File: config.mk
export PLATFORM = sky130hd
export DESIGN_NAME = dma_dreq_requester
export DESIGN_NICKNAME = d
export VERILOG_FILES = /design/src/rtl/dma_req_pkg.sv /design/src/rtl/dma_byte_fifo.sv /design/src/rtl/dma_dreq_requester.sv
export SDC_FILE = /design/constraint.sdc
export NUM_CORES = 1
export LEC_CHECK = 0
export CELL_PAD_IN_SITES_DETAIL_PLACEMENT = 1
export CELL_PAD_IN_SITES_GLOBAL_PLACEMENT = 2
export CORE_UTILIZATION = 42
export CTS_BUF_LIST = sky130_fd_sc_hd__clkbuf_16
export CTS_CLUSTER_SIZE = 20
export DETAILED_ROUTE_END_ITERATION = 12
export GPL_ROUTABILITY_DRIVEN = 0
export HOLD_SLACK_MARGIN = 0.1
export PLACE_DENSITY = 0.75
export SKIP_CTS_REPAIR_TIMING = 1
export SYNTH_ARGS = -nofsm -noshare
export SYNTH_HDL_FRONTEND = slang
export SYNTH_HIERARCHICAL = 1
export SYNTH_SLANG_ARGS = --single-unit
File: constraint.sdc
create_clock -name CLK -period 3.7 [get_ports CLK]
set_input_delay 0.37 -clock CLK [delete_from_list [all_inputs] [get_ports CLK]]
set_output_delay 0.37 -clock CLK [all_outputs]
set_load 0.1 [all_outputs]
File: src/rtl/dma_req_pkg.sv
// Shared state type, transfer-mode encodings and pin polarity helper
// for the DREQ/DACK requester.
package dma_req_pkg;

   typedef enum logic [1:0] {
      IDLE,
      REQ,
      XFER,
      RELEASE
   } req_state_t;

   localparam logic MODE_SINGLE = 1'b0;
   localparam logic MODE_DEMAND = 1'b1;

   // Converts a pin level to "asserted" given that pin's polarity.
   function automatic bit pin_act(input bit pin, input bit act_low);
      return pin ^ act_low;
   endfunction

endpackage

File: src/rtl/dma_byte_fifo.sv
// Byte-wide synchronous FIFO with same-cycle push and pop. The caller is
// responsible for never pushing when full or popping when empty.
module dma_byte_fifo #(
   parameter int DEPTH = 8
) (
   input  logic                   clk_sys,
   input  logic                   rst,
   input  logic                   push,
   input  logic [7:0]             din,
   input  logic                   pop,
   output logic [7:0]             head,
   output logic [$clog2(DEPTH):0] count
);

   localparam int PTR_W = $clog2(DEPTH);
   localparam int CNT_W = PTR_W + 1;
   localparam logic [PTR_W-1:0] PTR_ONE = PTR_W'(1);
   localparam logic [CNT_W-1:0] CNT_ONE = CNT_W'(1);

   logic [7:0]       mem [DEPTH];
   logic [PTR_W-1:0] wr_ptr;
   logic [PTR_W-1:0] rd_ptr;

   // Storage is not reset; clearing the pointers discards the contents.
   always_ff @(posedge clk_sys) begin
      if (push) begin
         mem[wr_ptr] <= din;
      end
   end

   always_ff @(posedge clk_sys) begin
      if (rst) begin
         wr_ptr <= '0;
         rd_ptr <= '0;
         count  <= '0;
      end else begin
         if (push) begin
            wr_ptr <= wr_ptr + PTR_ONE;
         end
         if (pop) begin
            rd_ptr <= rd_ptr + PTR_ONE;
         end
         case ({push, pop})
            2'b10:   count <= count + CNT_ONE;
            2'b01:   count <= count - CNT_ONE;
            default: count <= count;
         endcase
      end
   end

   assign head = mem[rd_ptr];

endmodule

File: src/rtl/dma_dreq_requester.sv
// Peripheral side of the 8237 DREQ/DACK handshake: buffers producer bytes
// and hands one out per I/O-read strobe while DACK is held.
//
// state   | meaning
// IDLE    | no request; waiting for FIFO level to reach THRESH
// REQ     | DREQ asserted, waiting for DACK
// XFER    | DACK held; each IOR_N rising edge pops one byte
// RELEASE | DREQ dropped, waiting for the controller to release DACK
module dma_dreq_requester
   import dma_req_pkg::*;
#(
   parameter int DEPTH        = 8,
   parameter int THRESH       = 1,
   parameter bit DREQ_ACT_LOW = 1'b0,
   parameter bit DACK_ACT_LOW = 1'b1
) (
   input  logic                   CLK,
   input  logic                   RESET,
   output logic                   DREQ,
   input  logic                   DACK,
   input  logic                   IOR_N,
   input  logic                   EOP_N,
   output logic [7:0]             DB_OUT,
   output logic                   DB_OE,
   input  logic                   mode,
   input  logic [7:0]             wr_data,
   input  logic                   wr_valid,
   output logic                   wr_ready,
   output logic [$clog2(DEPTH):0] level,
   output logic                   tc_done,
   output logic                   underflow
);

   localparam int CNT_W = $clog2(DEPTH) + 1;
   localparam logic [CNT_W-1:0] THRESH_L = CNT_W'(THRESH);
   localparam logic [CNT_W-1:0] DEPTH_L  = CNT_W'(DEPTH);
   localparam logic [CNT_W-1:0] ONE_L    = CNT_W'(1);

   req_state_t state;
   req_state_t state_nxt;
   logic       ior_q;
   logic       eop_q;
   logic       dreq_q;
   logic       dack_act;
   logic       strobe_end;
   logic       have_data;
   logic       push;
   logic       pop;
   logic [7:0] head;

   assign dack_act   = pin_act(DACK, DACK_ACT_LOW);
   assign strobe_end = dack_act & ~ior_q & IOR_N;
   assign have_data  = (level != '0);
   assign wr_ready   = (level != DEPTH_L);
   assign push       = wr_valid & wr_ready;

   dma_byte_fifo #(
      .DEPTH (DEPTH)
   ) u_fifo (
      .clk_sys (CLK),
      .rst     (RESET),
      .push    (push),
      .din     (wr_data),
      .pop     (pop),
      .head    (head),
      .count   (level)
   );

   always_ff @(posedge CLK) begin
      if (RESET) begin
         state  <= IDLE;
         ior_q  <= 1'b1;
         eop_q  <= 1'b1;
         dreq_q <= 1'b0;
      end else begin
         state  <= state_nxt;
         ior_q  <= IOR_N;
         eop_q  <= EOP_N;
         dreq_q <= (state_nxt == REQ) || (state_nxt == XFER);
      end
   end

   always_comb begin
      state_nxt = state;
      pop       = 1'b0;
      tc_done   = 1'b0;
      underflow = 1'b0;
      case (state)
         IDLE: begin
            if (level >= THRESH_L) begin
               state_nxt = REQ;
            end
         end
         REQ: begin
            if (dack_act) begin
               state_nxt = XFER;
            end
         end
         XFER: begin
            if (!dack_act) begin
               // Preempted by the arbiter: keep asking if anything is left.
               state_nxt = have_data ? REQ : IDLE;
            end else begin
               pop = strobe_end & have_data;
               if (strobe_end && !have_data) begin
                  underflow = 1'b1;
                  state_nxt = RELEASE;
               end else if (!eop_q) begin
                  tc_done   = 1'b1;
                  state_nxt = RELEASE;
               end else if (pop) begin
                  if (mode == MODE_DEMAND && level > ONE_L) begin
                     state_nxt = XFER;
                  end else begin
                     state_nxt = RELEASE;
                  end
               end
            end
         end
         RELEASE: begin
            if (!dack_act) begin
               state_nxt = IDLE;
            end
         end
         default: state_nxt = IDLE;
      endcase
   end

   assign DREQ   = dreq_q ^ DREQ_ACT_LOW;
   assign DB_OE  = (state == XFER) & dack_act & ~IOR_N;
   assign DB_OUT = DB_OE ? head : 8'hFF;

endmodule

# Yosys cells after proc, flatten, opt, wreduce, memory -nomap -nowiden
# Memories as Yosys holds them, arrays and structs flattened. A register that Yosys moved wholly into a read port is not among the register bits.
# Index checks and enable logic that the tools add are counted.
# Widths: inputs -> output; s select.
dict set report word_totals {
  reg_bits 15
  n_memories 1
  out_inout_bits 17
  in_bits 15
  wordCells 63
  ram_bits 64
}
dict set report op_classes {
  muxes 25
  n_bitwise 9
  eq_ne 8
  n_addsub 4
  n_reduce_logical 7
  n_lt_le_gt_ge 2
}
# name words word_bits read_ports rd_clocked_by_memory_dff write_ports line_no
set memory_table {}
lappend memory_table {u_fifo.mem 8 8 1 1 1 dma_byte_fifo.sv:20} ;# logic [7:0] mem [DEPTH];
# operator count
set ops {}
lappend ops {{$mux 2} 7}
lappend ops {{$mux 1} 13}
lappend ops {{$eq 2x2->1 const B} 4}
lappend ops {{$mux 8} 1}
lappend ops {{$pmux 2 s4} 1}
lappend ops {{$pmux 4 s2} 1}
lappend ops {{$add 3x1->3 const B} 2}
lappend ops {{$and 1x1->1} 6}
lappend ops {{$eq 2x1->1 const B} 3}
lappend ops {{$mux 3} 2}
lappend ops {{$add 4x1->4 const B} 1}
lappend ops {{$ge 4x1->1 const B} 1}
lappend ops {{$gt 4x1->1 const B} 1}
lappend ops {{$ne 4x4->1 const B} 1}
lappend ops {{$reduce_bool 4->1} 1}
lappend ops {{$sub 4x1->4 const B} 1}
lappend ops {{$not 1->1} 3}
lappend ops {{$logic_and 1x1->1} 2}
lappend ops {{$logic_not 2->1} 1}
lappend ops {{$reduce_bool 2->1} 1}
lappend ops {{$logic_not 1->1} 1}
lappend ops {{$logic_or 1x1->1} 1}

# Depth between registers and ports, before layout
# Gate-level depths: netlist of run 1.
dict set report logic_depth {
  ltp_word 11
  depth_mapped 11
  ltp_nobuf 10
}

# Hierarchy
# The synthesis of run 1 kept the hierarchy.
# module area_each_um2 cells_each seq_area_each_um2 n_inst
set by_module_without_submodules {}
lappend by_module_without_submodules {dma_byte_fifo 3083.0 162 2182.1 1}
lappend by_module_without_submodules {dma_dreq_requester 334.1 40 100.1 1}

# Least setup slack after synthesis of run 1
# Ideal clock, no wire load.
dict set report synth_timing {
  kind {register to output}
  start {register u_fifo.count[1]}
  end {output tc_done}
  slack_ps -103
  t_required_ps 3330
  path_stages_with_launch 4
  arrival_ps 3433
  path_buffers 0
  path_cell_list {dfxtp_1 > or4_4 > nor2_1 > nor3_1}
}
dict set report synth_between {
  elab_chain_cells 6
}
# element line_no
set synth_lines {}
lappend synth_lines {{from (decl)} dma_byte_fifo.sv:12} ;# output logic [$clog2(DEPTH):0] count
lappend synth_lines {{from (signal assigned)} dma_byte_fifo.sv:44} ;# 2'b10: count <= count + CNT_ONE;
lappend synth_lines {{from (signal assigned)} dma_byte_fifo.sv:45} ;# 2'b01: count <= count - CNT_ONE;
lappend synth_lines {{from (signal assigned)} dma_byte_fifo.sv:46} ;# default: count <= count;
lappend synth_lines {{$reduce_bool 4->1} dma_dreq_requester.sv:53} ;# assign have_data = (level != '0);
lappend synth_lines {{$logic_not 1->1} dma_dreq_requester.sv:105} ;# if (strobe_end && !have_data) begin
lappend synth_lines {{$logic_and 1x1->1} dma_dreq_requester.sv:105}
lappend synth_lines {{$mux 1} dma_dreq_requester.sv:105}
lappend synth_lines {{$mux 1} dma_dreq_requester.sv:100} ;# if (!dack_act) begin
lappend synth_lines {{$mux 1} dma_dreq_requester.sv:88} ;# case (state)
lappend synth_lines {{to (decl)} dma_dreq_requester.sv:30} ;# output logic tc_done,
# Every way passes these cells.

==> results of run 1 <==
-- registers in the layout, summed over array words and instances, names as in the netlist, named ones only --
name and count:
u_fifo/mem 64, u_fifo/count 4, u_fifo/rd_ptr 3, u_fifo/wr_ptr 3, state 2, DREQ 1, eop_q 1, ior_q 1
-- area by class of cell --
type	count	area, µm²
clock buffers	9	225.2
clock inverters	7	55.05
fillers	761	3717
inverters	1	3.754
multi-input cells	110	1082
flip-flops and latches	82	2283
well taps	102	127.6
repair buffers	35	312.8
-- kinds of logic (layout without fill, tap and decap cells) --
group / count (synthesis) / after routing / share of synthesized area [%]
AOI/OAI and AO/OA: 12 / 12 / 2.380
muxes: 28 / 28 / 16.04
adders and majority gates: 5 / 5 / 1.831
buffers and inverters: 10 / 52 / 1.831
DFF: 82 / 82 / 66.79
xor gates and xnor gates: 7 / 7 / 1.794
and+or+nand+nor: 58 / 58 / 9.337
-- worst reg2reg max path: stages, from the launching register on --
cell,delay [ns]
dfxtp_1,0.39
or4_4,0.61
nor3b_1,0.16
buf_4,0.18
ha_1,0.39
nor4b_1,0.42
o21ai_0,0.15
o31ai_1,0.09
mux2_2,0.36
-- power by group --
part           leakage, nW  switching (mW)  internal (mW)
logic                0.514          0.0911         0.0533
registers            0.729          0.0168           1.02
clock network        0.131           0.365          0.460
total                 1.37           0.473           1.53
-- cells in the final DEF, fill, tap and decap left out, types with 3 or more instances in the layout --
cell	instances
dfxtp_1	17
nand2b_1	4
clkinvlp_4	3
xor2_1	5
clkdlybuf4s50_1	20
ha_1	5
mux4_1	15
buf_4	15
nand2_1	7
a21oi_1	5
mux2_2	9
clkbuf_16	9
o21ai_0	3
nor3_1	3
or3_1	9
nor2_1	19
mux2i_1	3
edfxtp_1	64
-- final timing paths --
| path | slack (ns) | endpoint | depth (start not counted) |
|---|---|---|---|
| min reg2reg | 0.50 | u_fifo/wr_ptr[0]$_SDFFE_PP0P_ | 2 |
| max reg2reg | 0.83 | u_fifo/count[3]$_SDFFE_PP0P_ | 8 |
| max | 0.65 | DB_OUT[6] | 5 |
| min | 0.50 | u_fifo/wr_ptr[0]$_SDFFE_PP0P_ | 2 |
-- layer usage --
layer	vias up	GRT usage, %	wire [µm]
li1	876	-	-
met5	-	0	0
met3	8	3.814	264
met4	0	7.031	80
met2	34	31.97	3665
met1	972	24.11	3126
-- per-stage QoR --
| step | hold WS (ns) | std cells |
|---|---|---|
| after floorplan | 0.4391 | 202 |
| after global placement | 0.4772 | 330 |
| after detailed placement | 0.4897 | 330 |
| after CTS | 0.4980 | 346 |
| after global routing | 0.5469 | 346 |
| final | 0.4963 | 346 |
==> metrics.txt, run 1 <==
status=completed; crit-path max cell delay=0.59 ns; RSZ-0062 raised after global routing=false; total iterations of the first detailed-routing run=4; Critical-path top delay cell=mux4_1; Via density=5.462; Tightest Hold Check Type=reg -> reg; hold path start=u_fifo/wr_ptr[0]$_SDFFE_PP0P_; pwr dens=489.6 nW/µm²; H-tree levels=3; Max Clock Skew=0.003397 ns; PnR worst setup slack=0.6485 ns; cell mode on critical path=buf_4; initial antenna violation count=0; GRT Total Usage=18.93%; final core occ=52.39%; diode count=0; hpwl dp=4740 µm; largest net degree at the start of global routing=18; Top FF cell, synth=edfxtp_1; most common cell in the netlist=edfxtp_1; # clock sinks=82; Synth Net Count=222; top post-synthesis cells by area=edfxtp_1 56%, mux4_1 12%, dfxtp_1 11%; Root Buffer=clkbuf_16; Die ar.=8501 µm²; CORE AREA=7807 µm²; setup violators final=0; relative slew slack=30.94%; Final Hold Viols=0; max-cap violations=0; Antenna Nets Post-Route=0; top cell type's share of synthesized area=56.24%; drt total wl=7138 µm; Syn Inst Count=202; fin nets=259; Avg WL per Cell=20.63 µm; Synth area leader=edfxtp_1; vias in the first global route=2061; CP Class=reg -> out; Iteration-0 DRC Markers=76; via count=1890; CP cell instances=buf_4 > mux4_1 > mux2_2 > or3_1 > buf_4; worst slack, placed=0.4259 ns; GR Overflow Total=0; Critical Path RT=3.33 ns; global-route wire length before repair=11500 µm; placed inst area=3810 µm²; Reg clk slew, reported paths=0.06 ns; maximum clock rate=327.7 MHz; Static Leak=1.374 nW; Ports=32; r2r startpoint=u_fifo/count[2]$_SDFFE_PP0P_; CP endpoint kind=output port; Synth-to-Final Area Change=19.70%; register area share after synthesis=66.79%; CP Data Arrival Time=2.68 ns; # rows=32; post-route cell area=4090 µm²; worst-skew pair later-pin latency=0.33 ns; Sum Neg Setup Slack=0 ns; Seq cells post-synth=82; CTS tree=done; Mapped Area=3417 µm²; layout cells sized above 1=19.67%; Tcrit/Tclk final=82.47%; cell family with most CP delay=multiplexers; Power, Total=2.003 mW; Die Ht=92.20 µm; distinct cell type count after synthesis=36; maximum clock insertion buffer count=2; Max VDD drop=0.2703 mV; average cell area after synthesis=16.92 µm²; Async SR Flop Fraction=0%; Worst-Margin Slew=1.032 ns; starting density of the core=43.77%; EDFF count, synth=64; Slew Limit Fails=0; Worst Path Buf+Inv=2; Min Clock Period, post-route=3.052 ns; total CTS buffers=9; # DRC=0; worst-path maximum fanout=10; Post-synth top cells=64 x edfxtp_1, 19 x nor2_1, 18 x dfxtp_1; Die X=92.20 µm; Yosys warnings=6; # port buffers=31; Worst Setup Start Kind=flop
Power figures use the tool's default switching activity.
==> run 2: changes to the inputs <==
==> constraint.sdc (replaced) <==
create_clock -name CLK -period 2.9 [get_ports CLK]
set_input_delay 0.29 -clock CLK [delete_from_list [all_inputs] [get_ports CLK]]
set_output_delay 0.29 -clock CLK [all_outputs]
set_load 0.1 [all_outputs]
==> metrics.txt, run 2 (synthesis results as in run 1) <==
total CTS buffers=9; maximum clock insertion buffer count=2; via count=1927; diode count=0; Tightest Hold Check Type=reg -> reg; Max Clock Skew=0.002210 ns; Via density=5.428; Antenna Nets Post-Route=0; max-cap violations=0; GRT Total Usage=19.17%; worst-path maximum fanout=10; status=completed; Critical Path RT=3.13 ns; Synth-to-Final Area Change=25.96%; Die Ht=92.20 µm; maximum clock rate=364.5 MHz; Final Hold Viols=0; Die ar.=8501 µm²; placed inst area=3985 µm²; CP Data Arrival Time=2.98 ns; pwr dens=623.1 nW/µm²; largest net degree at the start of global routing=18; starting density of the core=43.77%; # rows=32; global-route wire length before repair=11650 µm; Avg WL per Cell=20.98 µm; most frequent cells in the layout=64 x edfxtp_1, 21 x buf_4, 19 x nor2_1; Root Buffer=clkbuf_16; total iterations of the first detailed-routing run=4; top flop regs=u_fifo/mem x64, u_fifo/count x4; Min Clock Period, post-route=2.744 ns; # clock sinks=82; GR Overflow Total=0; H-tree levels=3; Static Leak=1.517 nW; Power, Total=2.682 mW; Worst Setup Start Kind=flop; CTS tree=done; Largest register FFs=64; fin nets=268; # port buffers=31; worst-skew pair later-pin latency=0.32 ns; vias in the first global route=2100; Biggest register=u_fifo/mem; Ports=32; CP endpoint kind=flop; CP Class=reg -> reg; drt total wl=7448 µm; Reg clk slew, reported paths=0.06 ns; Max VDD drop=0.3164 mV; Slew Limit Fails=0; initial antenna violation count=0; relative slew slack=54.95%; setup violators final=0; Die X=92.20 µm; most common cell after layout, fill and taps aside=edfxtp_1; CORE AREA=7807 µm²; hpwl dp=4891 µm; RSZ-0062 raised after global routing=false; Tcrit/Tclk final=94.62%; Iteration-0 DRC Markers=78; layout cells sized above 1=26.88%; Worst-Margin Slew=0.6736 ns; # DRC=0; post-route cell area=4304 µm²
[run 2: cell types whose count changed in the layout (fill, tap and decap cells not counted), moves of 2 or more]
cell,before,now
buf_12,0,9
buf_4,15,21
clkdlybuf4s50_1,20,14
clkinvlp_4,3,0
dfxtp_1,17,14
bufinv_16,0,2
clkinv_2,0,2
dfxtp_2,1,3
[run 2: metal layers]
metal	global-route usage (%)	wire [µm]	vias to the layer above
li1	-	-	888
met1	24.26	3410	1009
met2	32.59	3818	22
met3	3.897	126	8
met4	7.031	93	0
met5	0	0	-
[run 2: report_power, final]
group / internal [mW] / leakage, nW / total (mW) / switching, mW
Sequential: 1.30 / 0.730 / 1.32 / 0.0225
Clock: 0.746 / 0.162 / 1.17 / 0.426
Combinational: 0.0722 / 0.625 / 0.190 / 0.118
[run 2: final cells by class]
| cell class | count | area (µm²) |
|---|---|---|
| inverter | 1 | 3.754 |
| sequential | 82 | 2290 |
| multi-input combinational | 110 | 1094 |
| clock buffer | 9 | 225.2 |
| fill | 745 | 3503 |
| timing repair buffer | 44 | 478.0 |
| clock inverter | 7 | 86.33 |
| tap | 102 | 127.6 |
[run 2: path summary, 6_finish.rpt]
kind / start / end / slack [ns] / depth (start not counted)
worst max-delay path: u_fifo/count[1]$_SDFFE_PP0P_ / u_fifo/count[2]$_SDFFE_PP0P_ / 0.16 / 10
worst min-delay path: u_fifo/wr_ptr[0]$_SDFFE_PP0P_ / u_fifo/wr_ptr[0]$_SDFFE_PP0P_ / 0.52 / 2
worst max register to register: u_fifo/count[1]$_SDFFE_PP0P_ / u_fifo/count[2]$_SDFFE_PP0P_ / 0.16 / 10
worst min register to register: u_fifo/wr_ptr[0]$_SDFFE_PP0P_ / u_fifo/wr_ptr[0]$_SDFFE_PP0P_ / 0.52 / 2
[run 2: stage by stage]
| step | hold WS (ns) | worst slack, ns | util (%) | setup TNS (ns) | instances |
|---|---|---|---|---|---|
| final | 0.5212 | 0.1561 | 55.13 | 0 | 355 |
| after global routing | 0.5239 | 0.004084 | 55.13 | 0 | 355 |
| after CTS | 0.5177 | 0.1097 | 55.03 | 0 | 355 |
| after detailed placement | 0.5088 | -0.1006 | 51.04 | -0.1211 | 339 |
| after global placement | 0.4791 | 0.1439 | 51.04 | 0 | 339 |
| after floorplan | 0.3591 | -0.06020 | - | -0.07277 | 202 |
[run 2: worst max-delay path, cell delays in order (launching register included)]
cell and delay, ns:
dfxtp_2 0.38, or4b_4 0.54, and2_1 0.24, inv_1 0.15, ha_2 0.25, xor2_1 0.23, ha_1 0.21, a21oi_1 0.06
xor2_1 0.16, or3_1 0.31, a21oi_1 0.14
==> run 3: changes to the inputs <==
==> config.mk (replaced) <==
export PLATFORM = sky130hd
export DESIGN_NAME = dma_dreq_requester
export DESIGN_NICKNAME = d
export VERILOG_FILES = /design/src/rtl/dma_req_pkg.sv /design/src/rtl/dma_byte_fifo.sv /design/src/rtl/dma_dreq_requester.sv
export SDC_FILE = /design/constraint.sdc
export NUM_CORES = 1
export LEC_CHECK = 0
export CAP_MARGIN = 10
export CORE_UTILIZATION = 44
export CTS_BUF_LIST = sky130_fd_sc_hd__clkbuf_16
export CTS_CLUSTER_SIZE = 20
export DETAILED_ROUTE_END_ITERATION = 12
export GPL_ROUTABILITY_DRIVEN = 0
export HOLD_SLACK_MARGIN = 0.1
export PLACE_DENSITY = 0.6
export SKIP_CTS_REPAIR_TIMING = 1
export SYNTH_ARGS = -nofsm -noshare
export SYNTH_HDL_FRONTEND = slang
export SYNTH_HIERARCHICAL = 1
export SYNTH_SLANG_ARGS = --single-unit
export TNS_END_PERCENT = 50
==> metrics.txt, run 3 (synthesis results as in run 1) <==
Via density=5.234; setup violators final=0; Iteration-0 DRC Markers=141; relative slew slack=57.44%; hold path start=u_fifo/wr_ptr[0]$_SDFFE_PP0P_; Layout fillers=549; CP endpoint kind=output port; CP Data Arrival Time=2.41 ns; Biggest register=u_fifo/mem; global-route wire length before repair=9942 µm; drt total wl=6171 µm; Tightest Hold Check Type=reg -> reg; most frequent cells in the layout=64 x edfxtp_1, 23 x buf_4, 19 x nor2_1; Critical-path top delay cell=mux4_1; Min Clock Period, post-route=2.696 ns; top flop regs=u_fifo/mem x64, u_fifo/count x4; total CTS buffers=9; via count=1858; Sum Neg Setup Slack=0 ns; pwr dens=628.8 nW/µm²; Static Leak=1.535 nW; CP Class=reg -> out; Die Ht=90.13 µm; r2r startpoint=u_fifo/count[2]$_SDFFE_PP0P_; H-tree levels=3; Worst Path Buf+Inv=2; GR Overflow Total=0; # port buffers=31; RSZ-0062 raised after global routing=false; Reg clk slew, reported paths=0.06 ns; Max Clock Skew=0.008363 ns; CP cell instances=buf_4 > mux4_1 > mux2_2 > or3_1 > buf_12; cell family with most CP delay=multiplexers; Critical Path RT=2.61 ns; Cell Count, Final, Fillers Out=355; crit-path max cell delay=0.61 ns; Synth-to-Final Area Change=27.21%; starting density of the core=46.37%; most common cell after layout, fill and taps aside=edfxtp_1; diode count=0; max-cap violations=0; Antenna Nets Post-Route=0; fin nets=271; maximum clock insertion buffer count=2; Die ar.=8123 µm²; worst-skew pair later-pin latency=0.33 ns; worst-path maximum fanout=16; Slew Limit Fails=0; largest net degree at the start of global routing=18; vias in the first global route=1901; maximum clock rate=370.9 MHz; total iterations of the first detailed-routing run=4; Final Hold Viols=0; Worst Setup Start Kind=flop; # DRC=0; # rows=31; Die X=90.13 µm; GRT Total Usage=16.78%; Largest register FFs=64; initial antenna violation count=0; # clock sinks=82; CTS tree=done; Avg WL per Cell=17.38 µm; CORE AREA=7370 µm²; Tcrit/Tclk final=92.97%; status=completed; Ports=32; Max VDD drop=0.3960 mV; layout cells sized above 1=27.73%; Worst-Margin Slew=0.6365 ns; Root Buffer=clkbuf_16; hpwl dp=3998 µm; Placed Instances=339
==> run 3: layout make-up <==
type,instances,area [µm²],share of cell area [%]
Clock inverter,7,105.1,2.418
Inverter,1,3.754,0.08636
Timing Repair Buffer,47,513.0,11.80
Clock buffer,9,225.2,5.181
Sequential cell,82,2290,52.68
Multi-Input combinational cell,110,1086,24.99
Tap cell,99,123.9,2.850
==> run 3: worst register-to-register path, delay by kind of cell (launching register included) <==
| kind | cells | cell delay (ns) |
|---|---|---|
| and+or+nand+nor | 3 | 1.13 |
| buffers and inverters | 1 | 0.13 |
| muxes | 1 | 0.36 |
| adders and majority gates | 1 | 0.33 |
| AOI/OAI and AO/OA | 2 | 0.20 |
| DFF | 1 | 0.36 |
==> run 3: report_power, final <==
| part | internal [mW] | switching [mW] |
|---|---|---|
| combinational | 0.0733 | 0.115 |
| clock | 0.769 | 0.462 |
| sequential | 1.30 | 0.0174 |
| total | 2.14 | 0.595 |
==> run 3: final timing paths <==
check | end | cells past startpoint | slack (ns)
setup / recovery | DB_OUT[3] | 5 | 0.20
setup reg to reg | u_fifo/count[3]$_SDFFE_PP0P_ | 8 | 0.28
hold reg to reg | u_fifo/wr_ptr[0]$_SDFFE_PP0P_ | 2 | 0.50
hold / removal | u_fifo/wr_ptr[0]$_SDFFE_PP0P_ | 2 | 0.50
==> run 3: stage by stage <==
| stage | hold WS (ns) | instance area (µm²) | setup WS, ns | power (mW) | util (%) |
|---|---|---|---|---|---|
| 6_report | 0.4967 | 4347 | 0.2040 | 2.733 | 58.98 |
| 5_1_grt | 0.5350 | 4347 | 0.1073 | 2.830 | 58.98 |
| 4_1_cts | 0.4987 | 4347 | 0.1608 | 2.765 | 58.98 |
| 3_5_place_dp | 0.4893 | 4016 | 0.06281 | 1.530 | 54.50 |
| 3_3_place_gp | 0.4795 | 4016 | 0.1150 | 1.527 | 54.50 |
| 2_1_floorplan | 0.3591 | 3438 | -0.06020 | 1.454 | - |
==> run 3: routing by layer <==
layer	vias to the layer above	part of all wire [%]	global-route usage, %
li1	896	-	-
met1	921	42	19.36
met2	37	53	29.13
met3	4	4.1	5.161
met4	0	0.68	6.586
met5	-	0	0
